--- src/rtl/seq_detect_fsm.sv ---
// -----------------------------------------------------------------------------
// seq_detect_fsm
// Parametrised serial-pattern detector. One bit is consumed per qualified
// cycle; each occurrence of PATTERN (MSB received first) is flagged both
// combinationally (mealy, same cycle as the completing bit) and registered
// (moore, the cycle after).
//
// Optional feature macro: SEQDET_HIT_COUNT_EN
//   defined   -> saturating match counter drives hit_count
//   undefined -> no counter; hit_count is tied to zero
//
// Ports:
//   clk        in   system clock, rising edge
//   reset_n    in   asynchronous, active-low reset
//   en         in   detector enable (low parks the FSM in S_IDLE)
//   clear      in   synchronous clear of window, fill count and hit_count
//   x_valid    in   qualifies x_in for this cycle
//   x_in       in   serial data bit
//   mealy      out  current bit completes PATTERN (combinational)
//   moore      out  registered pulse in the cycle after a match
//   hit_count  out  [CNT_W-1:0] saturating match counter
//   armed      out  window holds at least PAT_LEN-1 valid bits
// -----------------------------------------------------------------------------
module seq_detect_fsm #(
   parameter int                 PAT_LEN = 3,
   parameter logic [PAT_LEN-1:0] PATTERN = 3'b101,
   parameter bit                 OVERLAP = 1'b1,
   parameter int                 CNT_W   = 8
) (
   input  logic             clk,
   input  logic             reset_n,
   input  logic             en,
   input  logic             clear,
   input  logic             x_valid,
   input  logic             x_in,
   output logic             mealy,
   output logic             moore,
   output logic [CNT_W-1:0] hit_count,
   output logic             armed
);

   localparam int                FILL_W   = $clog2(PAT_LEN);
   localparam logic [FILL_W-1:0] FILL_MAX = FILL_W'(PAT_LEN - 1);

   typedef enum logic [1:0] {
      S_IDLE  = 2'd0,
      S_FILL  = 2'd1,
      S_ARMED = 2'd2,
      S_HIT   = 2'd3
   } state_t;

   state_t             state, state_nxt;
   logic [PAT_LEN-2:0] hist, hist_nxt;
   logic [FILL_W-1:0]  fill, fill_nxt;
   logic [PAT_LEN-1:0] window;
   logic               accept;
   logic               match;

   assign accept = en & x_valid & ~clear;
   assign window = {hist, x_in};
   // fill==FILL_MAX guarantees every window bit came from the live stream
   assign match  = accept & ((state == S_ARMED) | (state == S_HIT)) &
                   (fill == FILL_MAX) & (window == PATTERN);

   assign mealy = match;
   assign moore = (state == S_HIT);
   assign armed = (fill == FILL_MAX) & (state != S_IDLE);

   always_ff @(posedge clk or negedge reset_n) begin
      if (!reset_n) begin
         state <= S_IDLE;
         hist  <= '0;
         fill  <= '0;
      end else begin
         state <= state_nxt;
         hist  <= hist_nxt;
         fill  <= fill_nxt;
      end
   end

   always_comb begin
      state_nxt = state;
      hist_nxt  = hist;
      fill_nxt  = fill;
      if (!en) begin
         state_nxt = S_IDLE;
         fill_nxt  = '0;
      end else if (clear) begin
         state_nxt = S_FILL;
         fill_nxt  = '0;
         hist_nxt  = '0;
      end else if (match) begin
         state_nxt = S_HIT;
         if (OVERLAP) begin
            // tail of this match may begin the next one
            hist_nxt = window[PAT_LEN-2:0];
         end else begin
            fill_nxt = '0;
            hist_nxt = '0;
         end
      end else if (accept) begin
         hist_nxt = window[PAT_LEN-2:0];
         if (fill != FILL_MAX) begin
            fill_nxt = fill + 1'b1;
         end
         state_nxt = (fill_nxt == FILL_MAX) ? S_ARMED : S_FILL;
      end else begin
         case (state)
            S_IDLE:  state_nxt = S_FILL;
            S_FILL:  state_nxt = S_FILL;
            S_ARMED: state_nxt = S_ARMED;
            S_HIT:   state_nxt = OVERLAP ? S_ARMED : S_FILL;
            default: state_nxt = S_IDLE;
         endcase
      end
   end

`ifdef SEQDET_HIT_COUNT_EN
   logic [CNT_W-1:0] cnt;

   // en=0 has priority over clear, so the count holds while disabled
   always_ff @(posedge clk or negedge reset_n) begin
      if (!reset_n) begin
         cnt <= '0;
      end else if (en && clear) begin
         cnt <= '0;
      end else if (match && (cnt != {CNT_W{1'b1}})) begin
         cnt <= cnt + 1'b1;
      end
   end

   assign hit_count = cnt;
`else
   assign hit_count = '0;
`endif

endmodule

--- config.mk ---
export PLATFORM = sky130hd
export DESIGN_NAME = seq_detect_fsm
export DESIGN_NICKNAME = d
export VERILOG_FILES = /design/src/rtl/seq_detect_fsm.sv
export SDC_FILE = /design/constraint.sdc
export NUM_CORES = 1
export LEC_CHECK = 0
export BUFFER_PORTS_ARGS = -buffer_cell sky130_fd_sc_hd__buf_2
export CAP_MARGIN = 10
export CELL_PAD_IN_SITES_DETAIL_PLACEMENT = 1
export CELL_PAD_IN_SITES_GLOBAL_PLACEMENT = 1
export CORE_MARGIN = 4
export CORE_UTILIZATION = 32
export CTS_BUF_LIST = sky130_fd_sc_hd__clkbuf_8 sky130_fd_sc_hd__clkbuf_16
export DETAILED_ROUTE_END_ITERATION = 16
export PLACE_DENSITY = 0.79
export SKIP_LAST_GASP = 1
export SLEW_MARGIN = 20
export SYNTH_ARGS = -nofsm -noshare
export SYNTH_HDL_FRONTEND = slang
export SYNTH_SLANG_ARGS = --single-unit
--- constraint.sdc ---
create_clock -name clk -period 1.55 [get_ports clk]
set_clock_uncertainty 0.2 [all_clocks]
set_input_delay 0.31 -clock clk [delete_from_list [all_inputs] [get_ports clk]]
set_output_delay 0.31 -clock clk [all_outputs]
set_load 0.02 [all_outputs]
==> flow_summary.yaml, run 1 <==
layout:
  insertedDiodeCount: 0
  layout-drive-gt1-share_pct: 39.71
  fillers: 153
  syn_to_final_growth_pct: 38.79
  stdcell_count: 83
  nets: 78
sta:
  max_freq_ghz: 0.5867
  finalMaxSlewViolations: 0
  fin_tns_setup_ps: -200.5
  rsz0062_at_grt: "true"
  setup_violations: 2
  fin_crit_sh_pct: 110.0
  fin_crit_ps: 1704
  final.setup.worst_slack_ps: -154.3
  timing_hold_violations_final: 0
power:
  power.net_switching_mw: 0.1328
  seqPwrFrac_pct: 34.4
  intPower_mw: 0.3691
  power_frac_clock_pct: 48.0
  p_sw_share_pct: 26.47
  ir_worst_vdd_mv: 0.5049
  p_per_area_nw_per_um2: 830.5
  leakagePower_nw: 0.2897
  p_comb_share_pct: 17.6
clock_tree:
  clk-insertion-delay-late_ps: 230
  clk_pin_slew_ps: 40
  cts_tree: "done"
  htreeDepth: 1
  clockRootBuffer: "clkbuf_8"
  cts-buffers-inserted: 3
  clock_path_buffers: 2
  clock-sinks: 6
routing:
  wl_mm: 1.055
  viasPerCell: 4.651
  vias: 386
  drc: 0
  dr.first_iter.drc_count: 2
  dr.pass1.iters: 2
  ant_nets: 0
  wl_per_cell_um: 12.71
setup_path:
  cp_data_required_time_ps: 1040
  critPathMaxStageDelay_ps: 360
  arrival_ps: 1190
  worst_r2r_endpoint: "fill[1]"
  cp-start-kind: "flip-flop"
  cp_top_family: "simple AND/OR/NAND/NOR gates"
  path_cells: "and4b_4 -> nand2_2 -> nor2_2 -> buf_6"
  endpoint_kind: "output port"
  critPathSlowestCell: "dfrtp_1"
  critPathKind: "reg2out"
  r2r_setup_slack_ps: 10
  path_buf_inv: 1
  reg2regPathDepth: 5
  path_max_fanout: 2
  r2r-start: "fill[1]"
synthesis:
  synth-compound-area-share_pct: 19.54
  syn_area_um2: 435.4
  avgSynthCellArea_um2: 8.886
  ys_seq_elements: 6
  yosysSeqAreaShare_pct: 34.48
  muxShareOfSynthArea_pct: 4.598
  ys_warn_count: 0
  syn_inst: 49
  synth.distinct_cells: 21
  synthAdderAreaFrac_pct: 5.747
  yosysTopAreaCellShare_pct: 34.48
  synth_top_family_by_area: "buffers and inverters"
  synth_xor_area_share_pct: 0
  synthSimpleGateAreaFrac_pct: 14.66
  synth_area_leaders: "dfrtp_1 (34%), buf_4 (14%), ha_1 (5.7%)"
  yosys.area.top_type: "dfrtp_1"
die:
  rows: 13
  dieWidth_um: 44.89
  ioPinCount: 17
  start_util_pct: 33.89
  die_y_um: 44.89
  die-area_um2: 2015
  core-area_um2: 1285
placed_design:
  hpwlAfterDp_um: 799.4
  numPortBuffers: 8
  place_inst: 76
  gp_congestion: 0.7707
flow_run:
  drv_cap: 0
global_route:
  antenna_found_initial: 0
  grt_pass1_wl_mm: 1.835
  grt_use_total_pct: 13.52
  grt_max_degree: 9
  grt_pass1_vias: 425
  grt_overflow: 0
outcome:
  status: "finished with violations"
  failed_checks: "setup timing"
worst_hold_path:
  hold_path.class: "in2reg"
  hp-start: "en"
  hold_end: "hist[0]"
  whs_path_depth: 2
[worst register-to-register path: cells and delay by family (launching register included)]
family / cells / cell delay [ps]
AOI/OAI and AO/OA: 1 / 190
DFF: 1 / 410
adders and majority gates: 1 / 190
muxes: 1 / 220
buffers and inverters: 2 / 260
[power by group through the flow]
stage	sequential [mW]	combinational, mW	clock [mW]
floorplan	0.174	0.0667	0
global placement	0.174	0.0743	0
detailed placement	0.175	0.0768	0
CTS	0.173	0.0874	0.248
global route	0.174	0.0988	0.256
finish	0.173	0.0884	0.241
[worst max path at each step]
stage               startpoint  endpoint  cells past startpoint
floorplan              hist[0]     mealy                      3
global placement       hist[0]     mealy                      4
detailed placement     hist[0]     mealy                      4
CTS                    hist[0]     mealy                      4
global route           hist[0]     mealy                      4
finish                 hist[0]     mealy                      4
[state kept, by name, summed over array words and instances (netlist names)]
signal and count:
state 2, fill 2, hist 2
[routing by layer]
metal	vias to the layer above	global-route usage [%]	part of all wire, %
met4	0	7.018	2.9
met5	-	0	0
met1	185	13.51	36
li1	185	-	-
met3	4	7.570	7.6
met2	12	22.35	54
[stage by stage]
step           hold WS (ps)  cell area (µm²)  util [%]  power (mW)  setup WS [ps]
6_report              134.4            604.3     47.03      0.5019         -154.3
5_1_grt               146.4            604.3     47.03      0.5286         -220.6
4_1_cts               130.8            596.8     46.45      0.5085         -162.3
3_5_place_dp         -54.85            503.0     39.14      0.2521         -4.315
3_3_place_gp         -58.59            503.0     39.14      0.2486          22.80
2_1_floorplan        -185.6            464.2         -      0.2405          31.95
[cell usage in the layout, fill, tap and decap left out, drive strengths merged, types with 2 or more instances in the layout]
cell type	count
nand3	2
o2bb2ai	2
ha	2
dfrtp	6
conb	8
mux2i	2
inv	6
nand2	6
o21ai	3
clkbuf	3
buf	17
a21oi	2
[final cells by class]
class | instances | area, µm² | share of cell area (%)
multi-input cells | 35 | 241.5 | 39.96
flip-flops and latches | 6 | 150.1 | 24.84
repair buffers | 18 | 130.1 | 21.53
clock buffers | 3 | 41.29 | 6.832
inverters | 6 | 22.52 | 3.727
well taps | 15 | 18.77 | 3.106
[cell usage after synthesis]
master and number:
o21a_1 1, nor2_1 1, and2_1 1, o21ai_0 1, o21ai_1 2, nand2_1 6
nand3_1 2, conb_1 1, and4b_4 1, o2bb2ai_1 2, buf_4 8, ha_1 2
buf_2 1, mux2i_1 2, and2b_1 1, a41oi_2 1, inv_1 6, dfrtp_1 6
o31ai_1 1, a21oi_1 2, a21boi_2 1
[repair_timing]
action | in CTS | in global routing
endpoints found under the setup margin | 2 | 3
buffers inserted | 2 | 1
resized for setup | 8 | 0
endpoints found under the hold margin | 6 | 0
pin swaps | 1 | 0
hold buffers | 1 | 0
[logic make-up (layout without fill, tap and decap cells)]
kind of cell | after synthesis | in the layout
buf+inv | 15 | 27
compound gates | 11 | 11
flops | 6 | 6
fa+ha+maj | 2 | 2
other cells | 1 | 8
simple gates | 12 | 12
mux | 2 | 2
Note: power is estimated with default switching activity, not from simulation.
==> run 2: changes to the inputs <==
--- a/config.mk
+++ b/config.mk
@@ -14,7 +14,6 @@
 export CTS_BUF_LIST = sky130_fd_sc_hd__clkbuf_8 sky130_fd_sc_hd__clkbuf_16
 export DETAILED_ROUTE_END_ITERATION = 16
 export PLACE_DENSITY = 0.79
-export SKIP_LAST_GASP = 1
 export SLEW_MARGIN = 20
 export SYNTH_ARGS = -nofsm -noshare
 export SYNTH_HDL_FRONTEND = slang
==> run 2 against run 1 <==
  * The run still ends with setup timing left
  * Utilization grew 0.58 points
  * Worst setup slack improved by 5.7 ps
  * Die area stayed put
  * Hold slack improved by 1.9 ps
  * Critical path type unchanged
  * Sequential cell count did not move
  * Highest routed layer unchanged
  * First-iteration DRC count shrank 50%
  * Sequential power about the same
  * Clock-buffer cell count did not move
==> flow_summary.yaml, run 2 (synthesis results as in run 1) <==
setup_path:
  arrival_ps: 1190
  cp_data_required_time_ps: 1040
  cp-start-kind: "flip-flop"
  reg2regPathDepth: 5
  critPathMaxStageDelay_ps: 360
  cp_top_family: "simple AND/OR/NAND/NOR gates"
  critPathKind: "reg2out"
  path_cells: "and4b_4 -> nand2_2 -> nor2_2 -> buf_6"
  path_buf_inv: 1
  path_max_fanout: 2
  critPathSlowestCell: "dfrtp_1"
  crit_cells: 4
  endpoint_kind: "output port"
global_route:
  antenna_found_initial: 0
  grt_overflow: 0
  grt_pass1_wl_mm: 1.835
  grt_max_degree: 9
  grt_pass1_vias: 423
  grt_use_total_pct: 13.52
sta:
  max_freq_ghz: 0.5887
  finalMaxSlewViolations: 0
  fin_crit_sh_pct: 109.6
  fin_crit_ps: 1699
  final.setup.worst_slack_ps: -148.6
  timing_hold_violations_final: 0
  rsz0062_at_grt: "true"
  fin_tns_setup_ps: -195.5
  setup_violations: 2
flow_run:
  drv_cap: 0
die:
  ioPinCount: 17
  core-area_um2: 1285
  dieWidth_um: 44.89
  start_util_pct: 33.89
  rows: 13
  die_y_um: 44.89
  die-area_um2: 2015
power:
  p_sw_share_pct: 26.64
  power_frac_clock_pct: 47.9
  leakagePower_nw: 0.2947
  power.net_switching_mw: 0.1345
  p_comb_share_pct: 17.9
  p_per_area_nw_per_um2: 825.3
  intPower_mw: 0.3704
  seqPwrFrac_pct: 34.2
  ir_worst_vdd_mv: 0.5051
layout:
  fillers: 153
  insertedDiodeCount: 0
  nets: 78
  stdcell_area_um2: 611.8
  layout-drive-gt1-share_pct: 39.71
  syn_to_final_growth_pct: 40.52
  most-common-layout-cells: "buf_4 (9), conb_1 (8), dfrtp_1 (6), buf_2 (6)"
  largestRegisters: "fill (2), hist (2), state (2)"
  final_common_cell: "buf_4"
clock_tree:
  cts_tree: "done"
  clk-insertion-delay-late_ps: 230
  clk_pin_slew_ps: 40
  clock-sinks: 6
  cts-buffers-inserted: 3
  htreeDepth: 1
  clock_path_buffers: 2
  clockRootBuffer: "clkbuf_8"
routing:
  dr.pass1.iters: 2
  met3_wirelength_um: 82
  viasPerCell: 4.627
  ant_nets: 0
  wl_met1_um: 389
  wl_per_cell_um: 13.37
  vias: 384
  drc: 0
  dr_wl_met2_um: 605
  dr.first_iter.drc_count: 1
  wl_mm: 1.110
  top_layer_used: "met4"
outcome:
  status: "finished with violations"
  failed_checks: "setup timing"
placed_design:
  numPortBuffers: 8
  hpwlAfterDp_um: 799.4
  place_area_um2: 503.0
  gp_congestion: 0.7707
worst_hold_path:
  whs_path_depth: 2
  hold_path.class: "in2reg"
==> run 2: through the flow <==
stage / cells / hold slack [ps] / util [%] / total power [mW] / setup slack (ps)
floorplan: 56 / -185.6 / - / 0.2405 / 31.95
global placement: 76 / -58.59 / 39.14 / 0.2486 / 22.80
detailed placement: 76 / -54.85 / 39.14 / 0.2521 / -4.315
CTS: 82 / 130.8 / 46.45 / 0.5085 / -157.3
global route: 83 / 146.4 / 47.61 / 0.5310 / -215.3
finish: 83 / 136.3 / 47.61 / 0.5050 / -148.6
==> run 2: worst register-to-register path, cell delays in order, from the launching register on <==
cell and delay (ps):
dfrtp_1 410, ha_4 190, buf_4 130, buf_4 140, a21boi_4 160, mux2i_1 210
==> run 2: routing by layer <==
| layer | track usage, % | up-vias |
|---|---|---|
| met5 | 0 | - |
| met4 | 7.018 | 0 |
| met3 | 7.570 | 4 |
| met2 | 22.35 | 12 |
| met1 | 13.51 | 183 |
| li1 | - | 185 |
==> run 2: final timing paths <==
path                       startpoint  endpoint  slack [ps]
min                                en   hist[1]         140
min in group asynchronous     reset_n   hist[1]         240
max reg2reg                   fill[1]   fill[1]          40
max in group asynchronous     reset_n   fill[0]         760
min reg2reg                   hist[1]   hist[1]         340
max                           hist[0]     mealy        -150
==> run 2: power by group through the flow <==
stage | logic, mW | clock network, mW | registers (mW)
finish | 0.0906 | 0.242 | 0.173
global route | 0.101 | 0.256 | 0.174
CTS | 0.0874 | 0.248 | 0.173
detailed placement | 0.0768 | 0 | 0.175
global placement | 0.0743 | 0 | 0.174
floorplan | 0.0667 | 0 | 0.174
==> run 2: repair_timing <==
action	in CTS	in global routing
pin swaps	2	0
gates resized for setup	8	1
buffers inserted	2	1
endpoints found under the hold margin	6	0
endpoints found under the setup margin	2	3
hold buffers	1	0
==> run 2: cell type report <==
class                      count  area [µm²]  share of cell area [%]
clock buffer                   3       41.29                   6.748
timing repair buffer          18       130.1                   21.27
multi-input combinational     35       249.0                   40.70
tap                           15       18.77                   3.067
inverter                       6       22.52                   3.681
sequential                     6       150.1                   24.54
